`config.mk`:
```
export PLATFORM = sky130hd
export DESIGN_NAME = hsv_ws2812_tx
export DESIGN_NICKNAME = d
export VERILOG_FILES = /design/src/rtl/hsv_ws2812_tx.sv
export SDC_FILE = /design/constraint.sdc
export NUM_CORES = 1
export LEC_CHECK = 0
export CORE_AREA = 2 2 80 82
export CTS_CLUSTER_DIAMETER = 150
export DETAILED_ROUTE_END_ITERATION = 8
export DIE_AREA = 0 0 82 84
export PLACE_DENSITY = 0.79
export SKIP_LAST_GASP = 1
export SYNTH_ARGS = -nofsm -noshare
export SYNTH_HDL_FRONTEND = slang
export SYNTH_SLANG_ARGS = --single-unit
```
`constraint.sdc`:
```
create_clock -name clk -period 5.5 [get_ports clk]
set_input_delay 0.825 -clock clk [delete_from_list [all_inputs] [get_ports clk]]
set_output_delay 0.825 -clock clk [all_outputs]
set_load 0.03 [all_outputs]
```
`src/rtl/hsv_ws2812_tx.sv`:
```
// WS2812 serial transmitter: takes one 24-bit RGB word per handshake and
// sends it as GRB, MSB first, to NUM_LEDS chained LEDs, then holds the latch low time.
//
// state | meaning
// IDLE  | waiting for a colour, rgb_ready high
// HIGH  | high part of the current bit (T1H or T0H cycles)
// LOW   | low remainder of the current bit, up to TBIT cycles
// LATCH | line held low for TRES cycles, also entered from reset
module hsv_ws2812_tx #(
  parameter int T0H      = 7,
  parameter int T1H      = 14,
  parameter int TBIT     = 25,
  parameter int TRES     = 1000,
  parameter int NUM_LEDS = 1
) (
  input  logic        clk,
  input  logic        reset,
  input  logic [23:0] rgb_in,
  input  logic        rgb_valid,
  output logic        rgb_ready,
  output logic        led_out,
  output logic        busy
);

  localparam int CYC_MAX = (TBIT > TRES) ? TBIT : TRES;
  localparam int CW      = $clog2(CYC_MAX + 1);
  localparam int NBITS   = 24 * NUM_LEDS;
  localparam int BW      = $clog2(NBITS + 1);

  // Terminal counts: each phase ends when the elapsed-cycle counter hits length-1.
  localparam logic [CW-1:0] T0H_LAST  = CW'(T0H - 1);
  localparam logic [CW-1:0] T1H_LAST  = CW'(T1H - 1);
  localparam logic [CW-1:0] T0L_LAST  = CW'(TBIT - T0H - 1);
  localparam logic [CW-1:0] T1L_LAST  = CW'(TBIT - T1H - 1);
  localparam logic [CW-1:0] TRES_LAST = CW'(TRES - 1);
  localparam logic [BW-1:0] BIT_LAST  = BW'(NBITS - 1);

  typedef enum logic [1:0] {IDLE, HIGH, LOW, LATCH} state_t;

  state_t        state, state_nxt;
  logic [CW-1:0] cyc, cyc_nxt;
  logic [BW-1:0] bit_cnt, bit_cnt_nxt;
  logic [4:0]    word_bit, word_bit_nxt;
  logic [23:0]   word, word_nxt;
  logic [23:0]   shreg, shreg_nxt;
  logic          led_nxt;
  logic          cur_bit;
  logic [CW-1:0] high_last, low_last;

  assign cur_bit   = shreg[23];
  assign high_last = cur_bit ? T1H_LAST : T0H_LAST;
  assign low_last  = cur_bit ? T1L_LAST : T0L_LAST;
  assign rgb_ready = (state == IDLE);
  assign busy      = !rgb_ready;

  always_ff @(posedge clk) begin
    if (reset) begin
      state    <= LATCH;
      cyc      <= '0;
      bit_cnt  <= '0;
      word_bit <= '0;
      word     <= '0;
      shreg    <= '0;
      led_out  <= 1'b0;
    end else begin
      state    <= state_nxt;
      cyc      <= cyc_nxt;
      bit_cnt  <= bit_cnt_nxt;
      word_bit <= word_bit_nxt;
      word     <= word_nxt;
      shreg    <= shreg_nxt;
      led_out  <= led_nxt;
    end
  end

  always_comb begin
    state_nxt    = state;
    cyc_nxt      = cyc + CW'(1);
    bit_cnt_nxt  = bit_cnt;
    word_bit_nxt = word_bit;
    word_nxt     = word;
    shreg_nxt    = shreg;

    case (state)
      IDLE: begin
        cyc_nxt = '0;
        if (rgb_valid) begin
          word_nxt     = {rgb_in[15:8], rgb_in[23:16], rgb_in[7:0]};
          shreg_nxt    = {rgb_in[15:8], rgb_in[23:16], rgb_in[7:0]};
          bit_cnt_nxt  = '0;
          word_bit_nxt = '0;
          state_nxt    = HIGH;
        end
      end
      HIGH: begin
        if (cyc == high_last) begin
          cyc_nxt   = '0;
          state_nxt = LOW;
        end
      end
      LOW: begin
        if (cyc == low_last) begin
          cyc_nxt = '0;
          if (bit_cnt == BIT_LAST) begin
            bit_cnt_nxt = '0;
            state_nxt   = LATCH;
          end else begin
            bit_cnt_nxt = bit_cnt + BW'(1);
            state_nxt   = HIGH;
            // Every LED in the chain gets the same word, so reload after 24 bits.
            if (word_bit == 5'd23) begin
              word_bit_nxt = '0;
              shreg_nxt    = word;
            end else begin
              word_bit_nxt = word_bit + 5'd1;
              shreg_nxt    = {shreg[22:0], 1'b0};
            end
          end
        end
      end
      LATCH: begin
        if (cyc == TRES_LAST) begin
          cyc_nxt   = '0;
          state_nxt = IDLE;
        end
      end
      default: begin
        cyc_nxt   = '0;
        state_nxt = LATCH;
      end
    endcase

    // Registered output tracks the state being entered, so the line is high
    // the cycle right after the accepting edge.
    led_nxt = (state_nxt == HIGH);
  end

endmodule

```
==> flow_summary.ini <==
[run_status]
run_status = finished clean

[die]
io_pins = 30
overall_die_area_sq_mm = 0.00689
die_h_microns = 84
core_region_area_sq_mm = 0.00610
rows = 29
initial_utilization_pct = 57.1
die_width_microns = 82

[critical_path]
worst_path_dominant_cell_family = buffers and inverters
critical_path.max_fanout = 8
worstPathBufferInverterCount = 2
criticalPathCategory = flip-flop to output port
cp_data_required_time_ns = 4.68
chain_of_cells_forming_the_critical_path = nor2_1 -> inv_1 -> clkdlybuf4s50_1
critPathCaptureType = output port
cp_slowest_cell = sky130_fd_sc_hd__clkdlybuf4s50_1
cp.arrival_ns = 1.70
worst_path_largest_cell_delay_ns = 0.66
startpoint_type = flip-flop

[route]
wirelength_microns = 7140
vias_per_cell = 5.67
drt_iter0_markers = 202
ant_nets = 0
dr.pass1.iters = 4
drt_drc_violations_left = 0
dr_total_vias = 2879
route.detailed.wl_per_inst_microns = 14.0

[pwr]
vdd.ir_drop.worst_v = 0.000179
power_density_mw_per_mm2 = 236
leakagePower_uw = 0.00141

[layout]
num-nets-final = 456
filler_cell_count = 547
antenna_cells_inserted = 0
utilization_pct = 64.2
area_added_between_synthesis_and_finish_pct = 12.4
fraction_of_layout_instances_using_a_drive_strength_above_1_pct = 9.28

[timing]
setup_viol = 0
timing.final.crit_period_ns = 2.52
unrepaired_setup_endpoints_after_global_routing = no
timing.setup.tns_ns = 0
highest_clock_rate_mhz = 396
finalClockSkew_ns = 0.0118
worst_slew_pin_slew_ns = 1.13
fin_crit_sh_pct = 45.9
slew-limit-headroom_pct = 24.5
timing.final.hold_violations = 0
report.final.slew_viol_count = 0

[yosys]
synth_top_cell_area_share_pct = 40.8
synth_sequential_area_ratio_pct = 40.8
yosys.cell_types.count = 49
yosysTopAreaCell = sky130_fd_sc_hd__dfxtp_1
synth.avg_cell_area_sq_um = 8.41
mappedNetlistNets = 444
yosys_warnings = 0
syn_inst_count = 414
combined_area_of_all_synthesized_cells_sq_mm = 0.00348
synth_area_leaders = sky130_fd_sc_hd__dfxtp_1 (41%), sky130_fd_sc_hd__nand2_1 (9.2%), sky130_fd_sc_hd__mux2i_1 (7.5%), sky130_fd_sc_hd__a211o_1 (5.8%), sky130_fd_sc_hd__a21oi_1 (5.3%)
yosys_register_bits = 71

[global_routing]
wire_length_of_the_first_global_routing_pass_microns = 12000
global_route.usage.total_pct = 22.0
gr-total-overflow = 0
first_global_vias = 2645
antenna_found_initial = 0
grt_start_max_net_pins = 54

[clocking]
clock_tree_root = sky130_fd_sc_hd__clkbuf_8
post_cts_resize_count = 0
cts.path.max_buffers = 2
cts.sink_count = 71
clk_pin_slew_worst_paths_ns = 0.07
insertion_delay_ns = 0.35
cts_setup_buffers = 0
post_cts_hold_buffer_count = 0
clock_tree.htree_level_count = 3
cts_buffers = 9
cts_tree = yes

[place]
place_congestion = 0.800
hpwl_microns = 4390
port-buffer-count = 29

[flow_run]
timing.max_cap.violations = 0

[worst_hold_path]
hold_path.class = flip-flop to flip-flop
-- metal layers --
layer / share of wire, % / vias up / global-route usage, %
met4: 1.5 / 0 / 9.09
met5: 0 / - / 0
li1: - / 1461 / -
met3: 4.6 / 9 / 3.35
met1: 46 / 1350 / 29.5
met2: 48 / 59 / 35.0
-- tightest hold or removal path, delay by kind of cell (launching register included) --
kind / cells / cell delay, ns
flops: 1 / 0.31
simple gates: 1 / 0.05
compound gates: 1 / 0.05
-- flip-flops by register name (all words and copies together) (netlist names) --
register and flops:
shreg 24, word 24, cyc 10, bit_cnt 5, word_bit 5, state 2, led_out 1
-- final timing paths --
kind,from,end,slack [ns],depth (start not counted)
max,state[0],busy,2.98,3
min,word[4],word[4],0.45,2
max reg2reg,cyc[0],shreg[19],3.10,6
min reg2reg,word[4],word[4],0.45,2
-- layout make-up --
class	instances	area [sq um]	area share, %
multi-input cells	309	1920	48.9
flip-flops and latches	71	1420	36.3
repair buffers	33	315	8.06
clock buffers	12	135	3.45
well taps	77	96.3	2.46
clock inverters	4	22.5	0.575
inverters	2	7.51	0.192
-- power breakdown --
| part | leakage, uW | switching [uW] | internal (uW) |
|---|---|---|---|
| Sequential | 0.000572 | 4.32 | 516 |
| Clock | 0.0000801 | 190 | 162 |
| Combinational | 0.000762 | 22.9 | 27.3 |
-- through the flow --
step / power [uW] / setup slack (ns) / hold WS (ns) / cell area, sq um / cells
6_report: 922 / 2.98 / 0.454 / 3910 / 508
4_1_cts: 929 / 2.97 / 0.456 / 3910 / 508
5_1_grt: 954 / 2.86 / 0.473 / 3910 / 508
2_1_floorplan: 556 / 3.42 / 0.432 / 3480 / 414
3_5_place_dp: 582 / 2.84 / 0.447 / 3760 / 492
3_3_place_gp: 581 / 2.87 / 0.441 / 3760 / 492
-- cells in the final DEF, fill, tap and decap left out, types with 2 or more instances in the layout --
master / n
sky130_fd_sc_hd__ha_1: 3
sky130_fd_sc_hd__clkbuf_1: 3
sky130_fd_sc_hd__nand4b_1: 2
sky130_fd_sc_hd__buf_4: 4
sky130_fd_sc_hd__mux2i_1: 26
sky130_fd_sc_hd__and3_1: 3
sky130_fd_sc_hd__a31oi_1: 2
sky130_fd_sc_hd__o21ai_0: 4
sky130_fd_sc_hd__o21bai_1: 2
sky130_fd_sc_hd__nand2b_1: 4
sky130_fd_sc_hd__dfxtp_1: 71
sky130_fd_sc_hd__nand2_1: 85
sky130_fd_sc_hd__xor2_1: 4
sky130_fd_sc_hd__inv_1: 2
sky130_fd_sc_hd__or4_1: 2
sky130_fd_sc_hd__a211o_1: 23
sky130_fd_sc_hd__nand3_1: 7
sky130_fd_sc_hd__clkbuf_8: 9
sky130_fd_sc_hd__xnor2_1: 4
sky130_fd_sc_hd__nor2b_1: 3
sky130_fd_sc_hd__clkdlybuf4s50_1: 28
sky130_fd_sc_hd__clkinv_2: 3
sky130_fd_sc_hd__a21oi_2: 17
sky130_fd_sc_hd__and2_1: 3
sky130_fd_sc_hd__nor4bb_1: 2
sky130_fd_sc_hd__a211oi_1: 2
sky130_fd_sc_hd__nand4_1: 3
sky130_fd_sc_hd__o31ai_1: 2
sky130_fd_sc_hd__a21oi_1: 37
sky130_fd_sc_hd__nand3b_1: 6
sky130_fd_sc_hd__a2111o_1: 2
sky130_fd_sc_hd__nor2_1: 42
-- Yosys cell counts (all sizes together) --
master   number
a22o          1
inv           2
buf           8
a21oi        54
a211o        23
nand4         3
or4bb         1
nand3b        6
o211a         1
nor4b         1
o21ai         5
a21o          1
nand2        85
or3b          2
dfxtp        71
nor3b         1
clkbuf       24
and4          1
a2111o        2
a2111oi       1
and4b         1
xor2          4
a211oi        2
a31oi         3
and2          3
and3          3
or4b          1
xnor2         4
or4           2
nor4bb        2
o21bai        2
o211ai        1
nor3          1
nand2b        4
mux2i        26
nor2b         4
nand4bb       1
nand4b        2
nand3         7
ha            3
nor2         42
o31ai         2
o31a          1
-- logic make-up after synthesis --
kind of cell / after synthesis / share of synthesized area, %
AOI/OAI and AO/OA: 99 / 21.0
xor gates and xnor gates: 8 / 2.01
adders and majority gates: 3 / 1.08
buffers and inverters: 34 / 4.42
DFF: 71 / 40.8
muxes: 26 / 7.47
and+or+nand+nor: 173 / 23.2
Note: power is estimated with default switching activity, not from simulation.
